**src/rtl/vga_timing_pkg.sv**
```systemverilog
// Shared VGA raster timing constants and helpers.
// Renderers import the active-area bounds from here.
package vga_timing_pkg;

    localparam int VGA_CNT_W    = 10;
    localparam int VGA_CNT_MAX  = 1 << VGA_CNT_W;

    localparam int VGA_CLK_DIV  = 2;

    localparam int VGA_H_ACTIVE = 640;
    localparam int VGA_H_FP     = 16;
    localparam int VGA_H_SYNC   = 96;
    localparam int VGA_H_BP     = 48;

    localparam int VGA_V_ACTIVE = 480;
    localparam int VGA_V_FP     = 10;
    localparam int VGA_V_SYNC   = 2;
    localparam int VGA_V_BP     = 33;

    localparam logic VGA_SYNC_POL = 1'b0;

    // Total period of one axis from its four segments.
    function automatic int vga_total(
        input int active,
        input int fp,
        input int sync,
        input int bp
    );
        return active + fp + sync + bp;
    endfunction

    localparam int VGA_H_TOTAL =
        vga_total(VGA_H_ACTIVE, VGA_H_FP, VGA_H_SYNC, VGA_H_BP);
    localparam int VGA_V_TOTAL =
        vga_total(VGA_V_ACTIVE, VGA_V_FP, VGA_V_SYNC, VGA_V_BP);

endpackage

```
**src/rtl/vga_sync_gen_pixel_tick_gen.sv**
```systemverilog
// Pixel-enable divider: pixel_tick marks the last
// system clock of every CLK_DIV-clock pixel period.
module pixel_tick_gen #(
    parameter int CLK_DIV = 2
) (
    input  logic clk,
    input  logic rst,
    output logic pixel_tick
);

    localparam logic [3:0] DIV_LAST = 4'(CLK_DIV - 1);

    logic [3:0] div_q;
    logic [3:0] div_d;
    logic       last;

    // Divider next state: count 0..CLK_DIV-1 and wrap.
    always_comb begin
        last  = (div_q == DIV_LAST);
        div_d = last ? 4'd0 : div_q + 4'd1;
        if (rst) begin
            div_d = 4'd0;
        end
    end

    // Divider register.
    always_ff @(posedge clk) begin
        div_q <= div_d;
    end

    assign pixel_tick = last && !rst;

endmodule

```
**src/rtl/vga_sync_gen.sv**
```systemverilog
// Raster timing generator: pixel counters, sync and
// blanking decode, frame-start strobe for game logic.
module vga_sync_gen
    import vga_timing_pkg::*;
#(
    parameter int   CLK_DIV  = VGA_CLK_DIV,
    parameter int   H_ACTIVE = VGA_H_ACTIVE,
    parameter int   H_FP     = VGA_H_FP,
    parameter int   H_SYNC   = VGA_H_SYNC,
    parameter int   H_BP     = VGA_H_BP,
    parameter int   V_ACTIVE = VGA_V_ACTIVE,
    parameter int   V_FP     = VGA_V_FP,
    parameter int   V_SYNC   = VGA_V_SYNC,
    parameter int   V_BP     = VGA_V_BP,
    parameter logic SYNC_POL = VGA_SYNC_POL
) (
    input  logic       clk,
    input  logic       rst,
    output logic [9:0] HCount,
    output logic [9:0] VCount,
    output logic       hsync,
    output logic       vsync,
    output logic       video_on,
    output logic       pixel_tick,
    output logic       frame_start
);

    localparam int H_TOTAL = vga_total(H_ACTIVE, H_FP, H_SYNC, H_BP);
    localparam int V_TOTAL = vga_total(V_ACTIVE, V_FP, V_SYNC, V_BP);

    localparam int HS_START = H_ACTIVE + H_FP;
    localparam int HS_END   = H_ACTIVE + H_FP + H_SYNC;
    localparam int VS_START = V_ACTIVE + V_FP;
    localparam int VS_END   = V_ACTIVE + V_FP + V_SYNC;

    localparam logic [9:0] H_LAST = 10'(H_TOTAL - 1);
    localparam logic [9:0] V_LAST = 10'(V_TOTAL - 1);

    if (H_TOTAL > VGA_CNT_MAX || V_TOTAL > VGA_CNT_MAX) begin : g_bad_total
        $error("vga_sync_gen: line or frame total exceeds 1024");
    end

    if (CLK_DIV < 1 || CLK_DIV > 16) begin : g_bad_div
        $error("vga_sync_gen: CLK_DIV outside 1..16");
    end

    logic [9:0] hcount_q;
    logic [9:0] hcount_d;
    logic [9:0] vcount_q;
    logic [9:0] vcount_d;
    logic       hsync_q;
    logic       hsync_d;
    logic       vsync_q;
    logic       vsync_d;
    logic       video_on_q;
    logic       video_on_d;
    logic       frame_start_q;
    logic       frame_start_d;
    logic       tick;
    int         h_next;
    int         v_next;

    pixel_tick_gen #(
        .CLK_DIV (CLK_DIV)
    ) u_tick (
        .clk        (clk),
        .rst        (rst),
        .pixel_tick (tick)
    );

    // Counter advance and decode of the values the counters take next.
    always_comb begin
        hcount_d      = hcount_q;
        vcount_d      = vcount_q;
        frame_start_d = 1'b0;

        if (rst) begin
            hcount_d = 10'd0;
            vcount_d = 10'd0;
        end else if (tick) begin
            if (hcount_q == H_LAST) begin
                hcount_d = 10'd0;
                if (vcount_q == V_LAST) begin
                    vcount_d      = 10'd0;
                    frame_start_d = 1'b1;
                end else begin
                    vcount_d = vcount_q + 10'd1;
                end
            end else begin
                hcount_d = hcount_q + 10'd1;
            end
        end

        h_next = int'(hcount_d);
        v_next = int'(vcount_d);

        hsync_d = ~SYNC_POL;
        vsync_d = ~SYNC_POL;
        if (!rst && h_next >= HS_START && h_next < HS_END) begin
            hsync_d = SYNC_POL;
        end
        if (!rst && v_next >= VS_START && v_next < VS_END) begin
            vsync_d = SYNC_POL;
        end

        video_on_d = !rst && (h_next < H_ACTIVE) && (v_next < V_ACTIVE);
    end

    // Raster state registers.
    always_ff @(posedge clk) begin
        hcount_q      <= hcount_d;
        vcount_q      <= vcount_d;
        hsync_q       <= hsync_d;
        vsync_q       <= vsync_d;
        video_on_q    <= video_on_d;
        frame_start_q <= frame_start_d;
    end

    assign HCount      = hcount_q;
    assign VCount      = vcount_q;
    assign hsync       = hsync_q;
    assign vsync       = vsync_q;
    assign video_on    = video_on_q;
    assign pixel_tick  = tick;
    assign frame_start = frame_start_q;

endmodule

```
**config.mk**
```make
export PLATFORM = sky130hd
export DESIGN_NAME = vga_sync_gen
export DESIGN_NICKNAME = d
export VERILOG_FILES = /design/src/rtl/vga_timing_pkg.sv /design/src/rtl/vga_sync_gen_pixel_tick_gen.sv /design/src/rtl/vga_sync_gen.sv
export SDC_FILE = /design/constraint.sdc
export NUM_CORES = 1
export LEC_CHECK = 0
export ABC_AREA = 1
export ABC_CLOCK_PERIOD_IN_PS = 3200
export BUFFER_PORTS_ARGS = -buffer_cell sky130_fd_sc_hd__buf_4
export CAP_MARGIN = 20
export CELL_PAD_IN_SITES_DETAIL_PLACEMENT = 1
export CELL_PAD_IN_SITES_GLOBAL_PLACEMENT = 2
export CORE_AREA = 3 3 68 86
export CTS_BUF_LIST = sky130_fd_sc_hd__clkbuf_16
export DETAILED_ROUTE_END_ITERATION = 7
export DIE_AREA = 0 0 71 89
export PLACE_DENSITY_LB_ADDON = 0.3
export SYNTH_ARGS = -nofsm -noshare
export SYNTH_HDL_FRONTEND = slang
export SYNTH_SLANG_ARGS = --single-unit
export TNS_END_PERCENT = 50
```
**constraint.sdc**
```tcl
create_clock -name clk -period 3.2 [get_ports clk]
set_input_delay 0.48 -clock clk [delete_from_list [all_inputs] [get_ports clk]]
set_output_delay 0.48 -clock clk [all_outputs]
set_load 0.02 [all_outputs]
```
==> flow_summary.json, run 1 <==
{
  "num-nets-final": 277,
  "max_slew.worst_pin.slew_ns": 0.378,
  "via_count": 1569,
  "grt_pass1_wl_mm": 7.74,
  "firstDrtPassIters": 4,
  "setup_tns_ns": 0,
  "avgSynthCellArea_sq_um": 6.88,
  "synth_top_flop_cell": "dfxtp_1",
  "grt_pass1_vias": 1615,
  "setup_viol": 0,
  "crit_type": "flip-flop to output pin",
  "slew_headroom_pct": 74.7,
  "ant_nets": 0,
  "cts-root-buf": "clkbuf_16",
  "hold_viol": 0,
  "drt_iter0_markers": 37,
  "outcome": "completed",
  "finalCritPeriodShare_pct": 64.1,
  "clkSinkCount": 28,
  "synth_nets": 248,
  "min_period_ns": 2.05,
  "initial_core_util_pct": 32.7,
  "drc": 0,
  "via_per_inst": 4.74,
  "synth_area_sq_um": 1660,
  "synth-seq-area-share_pct": 33.8,
  "wl_mm": 4.69,
  "powerDensity_nw_per_um2": 425,
  "critPathMaxFanout": 11,
  "regArea_sq_um": 561,
  "async_reset_ff_share_pct": 0,
  "die_w_microns": 71,
  "numPortBuffers": 26,
  "overflow": 0,
  "yosys_warnings": 0,
  "syn_inst": 241,
  "skew_ns": 0.00279,
  "die_area_sq_um": 6320,
  "cp-start-kind": "flip-flop",
  "worstPathRequired_ns": 2.72,
  "drv_slew": 0,
  "final_cell_area_sq_um": 2020,
  "dpl.hpwl_mm": 3.81,
  "fmax_ghz": 0.488,
  "clk_latency_ns": 0.26,
  "rows": 29,
  "num-fill-cells": 672,
  "layout.cells.non_filler": 331,
  "wl_per_cell_microns": 14.2,
  "multi_input_area_sq_um": 932,
  "cp.arrival_ns": 1.57,
  "hp-class": "input port to flip-flop",
  "coreArea_sq_um": 5080,
  "drive_gt1_share_pct": 23.8,
  "clk_path_buf_depth": 2,
  "chipHeight_microns": 89,
  "cts_hold_buf": 0,
  "synth-seq-cells": 28,
  "diodes": 0,
  "whs_ns": 0.429,
  "cts_setup_buffers": 0,
  "gp_congestion": 0.781,
  "cts_max_level": 1,
  "placed_area_sq_um": 1920,
  "worstSetupEndpointType": "output pin",
  "grt_max_degree": 17,
  "cts_tree": "done",
  "cts_resized": 0,
  "ys_types": 28,
  "cts-buffers-inserted": 3,
  "cellLeakagePower_nw": 0.946,
  "antenna_found_initial": 0,
  "path_clk_slew_ns": 0.07,
  "synth-edff-count": 0,
  "rsz0062_at_grt": "no",
  "vdd_ir_drop_max_v": 0.000165,
  "syn_to_final_growth_pct": 22.0,
  "drv_cap": 0,
  "grt_usage_pct": 15.8,
  "placedCellCount": 327,
  "ios": 27
}
-- cell usage after synthesis (4+ instances only) --
library cell,instances,area (sq um)
nand2_2,5,31.3
a21oi_1,4,20.0
dfxtp_1,28,561
inv_1,33,124
inv_2,8,30.0
nor2_1,28,105
nand3_2,6,60.1
nand2_1,55,206
nand4_1,4,25.0
nand3_1,23,115
ha_1,5,62.6
o21ai_0,9,45.0
o21bai_1,4,30.0
nor2_4,5,56.3
nor2_2,5,31.3
-- per-stage QoR --
step / worst slack [ns] / utilization (%) / total power, mW
finish: 1.15 / 39.9 / 0.860
global route: 1.01 / 39.9 / 0.901
CTS: 1.13 / 39.9 / 0.870
detailed placement: 1.14 / 37.8 / 0.496
global placement: 1.21 / 37.8 / 0.495
floorplan: 1.52 / - / 0.454
-- area by class of cell --
| type | instances | share of cell area, % |
|---|---|---|
| tap | 62 | 3.83 |
| clock inverter | 1 | 1.48 |
| multi-input combinational | 170 | 46.0 |
| inverter | 41 | 7.60 |
| timing repair buffer | 26 | 9.64 |
| sequential | 28 | 27.7 |
| clock buffer | 3 | 3.71 |
-- final timing paths --
kind / start / endpoint / slack (ns) / cells past startpoint
worst min-delay path: rst / HCount[2] / 0.43 / 2
worst max register to register: HCount[0] / video_on / 1.26 / 11
worst max-delay path: u_tick.div_q[0] / pixel_tick / 1.15 / 4
worst min register to register: u_tick.div_q[0] / u_tick.div_q[0] / 0.47 / 1
-- cell families after synthesis --
| logic type | count (synthesis) | synth area share [%] |
|---|---|---|
| XOR/XNOR | 3 | 1.58 |
| AO/OA/AOI/OAI | 22 | 7.77 |
| buffers and inverters | 43 | 10.0 |
| flip-flops | 28 | 33.8 |
| adder cells (fa/ha/maj) | 5 | 3.77 |
| AND/OR/NAND/NOR | 140 | 43.1 |
-- state kept, by name, indices dropped and copies added (netlist names) --
| name | cells |
|---|---|
| hsync | 1 |
| video_on | 1 |
| vsync | 1 |
| frame_start | 1 |
| HCount | 10 |
| u_tick.div_q | 4 |
| VCount | 10 |
-- power breakdown --
group | leakage, nW | switching (mW) | internal (mW)
registers | 0.227 | 0.0145 | 0.363
logic | 0.668 | 0.0721 | 0.0361
clock network | 0.0511 | 0.125 | 0.249
-- placed cells by master, fill, tap and decap left out, drive strengths merged, types with 5 or more instances in the layout --
cell type / count
buf: 26
nor2: 38
nand2: 61
o21ai: 12
a21oi: 5
ha: 5
dfxtp: 28
inv: 41
nand4: 6
nand3: 29
-- routing by layer --
| metal | global-route usage (%) | share of wire [%] | vias up | wire length, microns |
|---|---|---|---|---|
| li1 | - | - | 816 | - |
| met1 | 17.4 | 42 | 726 | 1960 |
| met2 | 31.2 | 54 | 20 | 2540 |
| met3 | 1.57 | 2.5 | 7 | 115 |
| met4 | 5.30 | 1.7 | 0 | 78 |
| met5 | 0 | 0 | - | 0 |
-- worst max-delay path: stages (launching register included) --
cell and delay (ns):
dfxtp_1 0.38, ha_1 0.24, nand3_2 0.24, inv_2 0.26, buf_4 0.19
Note: power is estimated with default switching activity, not from simulation.
==> inputs of run 2 (changes only) <==
ABC_AREA = 0   (was 1)
ABC_CLOCK_PERIOD_IN_PS = 1800   (was 3200)
CORE_AREA = 3 3 69 88   (was 3 3 68 86)
DIE_AREA = 0 0 72 91   (was 0 0 71 89)
clock period = 1.8 ns   (was 3.2 ns; I/O delays follow)
==> flow_summary.json, run 2 <==
{
  "outcome": "finished with violations",
  "violations": "negative setup slack",
  "cts_hold_buf": 0,
  "synth_area_sq_um": 1530,
  "num-nets-final": 288,
  "cts_max_level": 1,
  "hold_viol": 0,
  "vdd_ir_drop_max_v": 0.000484,
  "setup_viol": 16,
  "firstDrtPassIters": 4,
  "ys_types": 44,
  "layout.cells.non_filler": 344,
  "synth_top_area_share_pct": 36.6,
  "layout_setup_ws_ns": -0.340,
  "min_period_ns": 2.14,
  "avgSynthCellArea_sq_um": 8.19,
  "yosys_warnings": 0,
  "internal_power_mw": 1.16,
  "wl_mm": 5.43,
  "cp-start-kind": "flip-flop",
  "worstSetupEndpointType": "flip-flop",
  "clkSinkCount": 28,
  "slew_headroom_pct": 77.6,
  "fmax_ghz": 0.467,
  "drv_cap": 0,
  "syn_to_final_growth_pct": 69.1,
  "cp.arrival_ns": 2.28,
  "slowest_delay_ns": 0.50,
  "clk_path_buf_depth": 2,
  "clkPwrFrac_pct": 40.7,
  "synth-edff-count": 0,
  "power_mw": 1.52,
  "skew_ns": 0.00355,
  "num-fill-cells": 657,
  "crit_chain": "inv_2 > ha_4 > or4b_4 > or2_4 > or3_4 > and2_4 > a211oi_2 > nand4_1",
  "synth_top_flop_cell": "dfxtp_1",
  "finalCritPeriodShare_pct": 119,
  "rows": 30,
  "die_w_microns": 72,
  "synthTopCellsByCount": "dfxtp_1, nor2_1, nand2_1",
  "numPortBuffers": 26,
  "powerDensity_nw_per_um2": 586,
  "ant_nets": 0,
  "rsz0062_at_grt": "yes",
  "coreArea_sq_um": 5370,
  "drt_iter0_markers": 75,
  "cellLeakagePower_nw": 1.14,
  "die_area_sq_um": 6550,
  "worstPathRequired_ns": 1.94,
  "dpl.hpwl_mm": 3.99,
  "diodes": 0,
  "async_reset_ff_share_pct": 0,
  "grt_max_degree": 17,
  "via_per_inst": 5.00,
  "multi_input_area_sq_um": 1050,
  "wl_per_cell_microns": 15.8,
  "synth-seq-cells": 28,
  "power_frac_seq_pct": 42.4,
  "gp_congestion": 0.800,
  "layout_common_cells": "buf_4, dfxtp_1, nor2_1",
  "cts-root-buf": "clkbuf_16",
  "swShare_pct": 23.7,
  "critPathSlowestCell": "or4b_4",
  "synth_area_leaders": "dfxtp_1, nor2_1, ha_1, xnor2_1, xor2_1",
  "cts_tree": "done",
  "ios": 27,
  "via_count": 1720,
  "p_sw_mw": 0.360,
  "critPathMaxFanout": 5,
  "yosysMostFrequentCell": "dfxtp_1",
  "initial_core_util_pct": 28.5,
  "drc": 0,
  "final_common_cell": "buf_4",
  "grt_usage_pct": 16.3,
  "p_comb_share_pct": 16.9,
  "chipHeight_microns": 91,
  "crit_type": "flip-flop to flip-flop",
  "dp_slack_ns": -0.405,
  "overflow": 0,
  "cts-buffers-inserted": 3,
  "grt_pass1_wl_mm": 8.63,
  "path_delay_family": "simple AND/OR/NAND/NOR gates",
  "synth-seq-area-share_pct": 36.6,
  "syn_inst": 187,
  "regArea_sq_um": 572,
  "drv_slew": 0,
  "placedCellCount": 331,
  "synth_nets": 194,
  "path_clk_slew_ns": 0.07,
  "antenna_found_initial": 0,
  "synth_top_cell_by_area": "dfxtp_1",
  "drive_gt1_share_pct": 50.0,
  "grt_pass1_vias": 1731,
  "crit_buf_inv": 1,
  "clk_latency_ns": 0.26,
  "hp-class": "input port to flip-flop",
  "max_slew.worst_pin.slew_ns": 0.335
}
## run 2: layout make-up
type / instances / share of cell area (%)
multi-input cells: 142 / 40.5
repair buffers: 99 / 29.4
flip-flops and latches: 28 / 22.1
clock buffers: 4 / 3.86
well taps: 64 / 3.09
inverters: 7 / 1.01
## run 2: final timing paths
check,slack [ns],start,cells after the start,endpoint
setup / recovery,-0.34,u_tick.div_q[1],8,hsync
hold / removal,0.37,rst,3,HCount[1]
setup reg to reg,-0.34,u_tick.div_q[1],8,hsync
hold reg to reg,0.53,u_tick.div_q[0],2,u_tick.div_q[1]
## run 2: kinds of logic (layout without fill, tap and decap cells)
group	after synthesis	count (layout)	synth area share, %
compound gates	31	31	13.5
fa+ha+maj	5	5	4.08
flops	28	28	36.6
xor+xnor	13	13	7.43
simple gates	92	92	32.5
mux	1	1	0.654
buf+inv	17	110	5.23
## run 2: worst min-delay path, stage by stage
cell and delay [ns]:
buf_4 0.09, buf_4 0.19, a21oi_1 0.05
## run 2: metrics by stage
stage | hold WS, ns | area [sq um] | TNS (ns) | util [%]
6_report | 0.371 | 2590 | -2.08 | 48.3
2_1_floorplan | 0.436 | 1570 | -2.19 | -
3_5_place_dp | 0.521 | 2260 | -3.00 | 42.2
5_1_grt | 0.378 | 2590 | -3.67 | 48.3
3_3_place_gp | 0.512 | 2260 | -2.44 | 42.2
4_1_cts | 0.359 | 2500 | -2.21 | 46.5
## run 2: layer usage
| layer | track usage [%] | wire (microns) | vias up |
|---|---|---|---|
| li1 | - | - | 844 |
| met1 | 20.8 | 2270 | 835 |
| met2 | 29.1 | 2910 | 35 |
| met3 | 2.21 | 196 | 6 |
| met4 | 2.82 | 59 | 0 |
| met5 | 0 | 0 | - |
## run 2: power groups by stage
stage | Clock (mW) | Sequential [mW] | Combinational (mW)
6_report | 0.618 | 0.643 | 0.256
5_1_grt | 0.658 | 0.646 | 0.280
4_1_cts | 0.640 | 0.643 | 0.243
3_5_place_dp | 0 | 0.659 | 0.212
3_3_place_gp | 0 | 0.658 | 0.209
2_1_floorplan | 0 | 0.670 | 0.0952
## run 2: repair_timing
item | CTS | global route
pin swaps | 11 | 10
gates resized for setup | 20 | 19
gates cloned | 0 | 0
buffers inserted | 6 | 3
setup endpoints to repair | 16 | 21
==> inputs of run 3 (changes only) <==
BUFFER_PORTS_ARGS = not set   (was -buffer_cell sky130_fd_sc_hd__buf_4)
CORE_AREA = 3 3 65 82   (was 3 3 69 88)
CTS_BUF_LIST = sky130_fd_sc_hd__clkbuf_8   (was sky130_fd_sc_hd__clkbuf_16)
DIE_AREA = 0 0 68 85   (was 0 0 72 91)
DONT_BUFFER_PORTS = 1   (was not set)
RECOVER_POWER = 100   (was not set)
==> flow_summary.json, run 3 (same netlist as run 2, synthesis figures left out) <==
{
  "outcome": "finished with violations",
  "violations": "negative setup slack",
  "via_count": 1660,
  "via_per_inst": 5.37,
  "cts-root-buf": "clkbuf_8",
  "setup_viol": 17,
  "setup_tns_ns": -2.68,
  "cts-buffers-inserted": 3,
  "rows": 28,
  "worstReg2RegEnd": "vsync",
  "antenna_found_initial": 0,
  "max_slew.worst_pin.slew_ns": 0.326,
  "clkSinkCount": 28,
  "die_w_microns": 68,
  "grt_pass1_vias": 1805,
  "grt_max_degree": 16,
  "final_common_cell": "buf_4",
  "drive_gt1_share_pct": 48.2,
  "hp-class": "input port to flip-flop",
  "wl_per_cell_microns": 18.3,
  "multi_input_area_sq_um": 1120,
  "crit_path_end": "vsync",
  "clk_path_buf_depth": 2,
  "ant_nets": 0,
  "vdd_ir_drop_max_v": 0.000298,
  "firstDrtPassIters": 4,
  "power_mw": 1.33,
  "num-nets-final": 257,
  "diodes": 0,
  "powerDensity_nw_per_um2": 557,
  "rsz0062_at_grt": "yes",
  "r2r_slack_ns": -0.37,
  "die_area_sq_um": 5780,
  "fmax_ghz": 0.462,
  "dp_slack_ns": -0.412,
  "chipHeight_microns": 85,
  "clk_latency_ns": 0.28,
  "drv_slew": 0,
  "gp_congestion": 0.853,
  "dpl.hpwl_mm": 4.05,
  "syn_to_final_growth_pct": 55.6,
  "cts_max_level": 1,
  "drv_cap": 0,
  "layout_common_cells": "buf_4, dfxtp_1, nor2_1",
  "regArea_sq_um": 574,
  "worstPathRequired_ns": 1.96,
  "cts_tree": "done",
  "finalCritPeriodShare_pct": 120,
  "rr_worst_depth": 10,
  "min_period_ns": 2.17,
  "worstSetupEndpointType": "flip-flop",
  "drt_iter0_markers": 66,
  "coreArea_sq_um": 4690,
  "reg2reg_from": "u_tick.div_q[1]",
  "drc": 0,
  "num-fill-cells": 561,
  "initial_core_util_pct": 32.6,
  "skew_ns": 0.00508,
  "crit_type": "flip-flop to flip-flop",
  "cp-startpoint": "u_tick.div_q[1]",
  "numPortBuffers": 0,
  "cp.arrival_ns": 2.33,
  "hold_viol": 0,
  "slew_headroom_pct": 78.3,
  "critPathMaxFanout": 5,
  "grt_pass1_wl_mm": 8.89,
  "grt_usage_pct": 19.9,
  "fin_util_pct": 50.8,
  "path_clk_slew_ns": 0.11,
  "cellLeakagePower_nw": 0.963,
  "wl_mm": 5.66,
  "cts_hold_buf": 0,
  "overflow": 0,
  "cp-start-kind": "flip-flop",
  "whs_ns": 0.0356,
  "layout_setup_ws_ns": -0.365,
  "ios": 27
}
-- run 3: cell types whose count changed in the layout (fill, tap and decap cells not counted), sizes merged --
| cell | change |
|---|---|
| buf | -33 |
| clkbuf | +2 |
-- run 3: per-stage QoR --
stage | instances | area [sq um]
after floorplan | 187 | 1570
after global placement | 297 | 2030
after detailed placement | 297 | 2030
after CTS | 305 | 2220
after global routing | 309 | 2380
final | 309 | 2380
-- run 3: layout make-up --
type                    count  area share, %
well taps                  60           3.15
flip-flops and latches     28           24.1
inverters                   7           1.21
multi-input cells         142           47.2
clock buffers               4           2.31
repair buffers             68           22.0
-- run 3: where the power goes --
part,switching (mW),total [mW],internal [mW]
Sequential,0.0115,0.646,0.635
Clock,0.221,0.418,0.197
Combinational,0.131,0.264,0.133
Total,0.364,1.33,0.964
-- run 3: worst min path at each step --
| stage | from | end | slack [ns] | cells after the start |
|---|---|---|---|---|
| floorplan | u_tick.div_q[0] | u_tick.div_q[0] | 0.44 | 1 |
| global placement | rst | HCount[1] | 0.33 | 1 |
| detailed placement | rst | HCount[1] | 0.34 | 1 |
| CTS | rst | HCount[1] | 0.04 | 1 |
| global route | rst | HCount[1] | 0.02 | 1 |
| finish | rst | HCount[1] | 0.04 | 1 |
-- run 3: layer usage --
layer	vias up	global-route usage (%)	wire (microns)
met2	28	37.3	3260
met4	0	5.61	93
met5	-	0	0
met3	8	2.38	152
met1	837	22.6	2160
li1	787	-	-
-- run 3: critical path: stages, from the launching register on --
cell       delay [ns]
dfxtp_2          0.34
inv_2            0.06
ha_4             0.13
or4b_4           0.50
buf_6            0.15
nor4_4           0.13
buf_4            0.18
a21oi_4          0.06
nor2_1           0.14
o2111ai_2        0.13
nand4b_1         0.20
-- run 3: timing repair --
action | in CTS | in global routing
pin swaps | 3 | 8
buffers inserted | 4 | 4
gates resized for setup | 23 | 34
endpoints found under the setup margin | 20 | 20
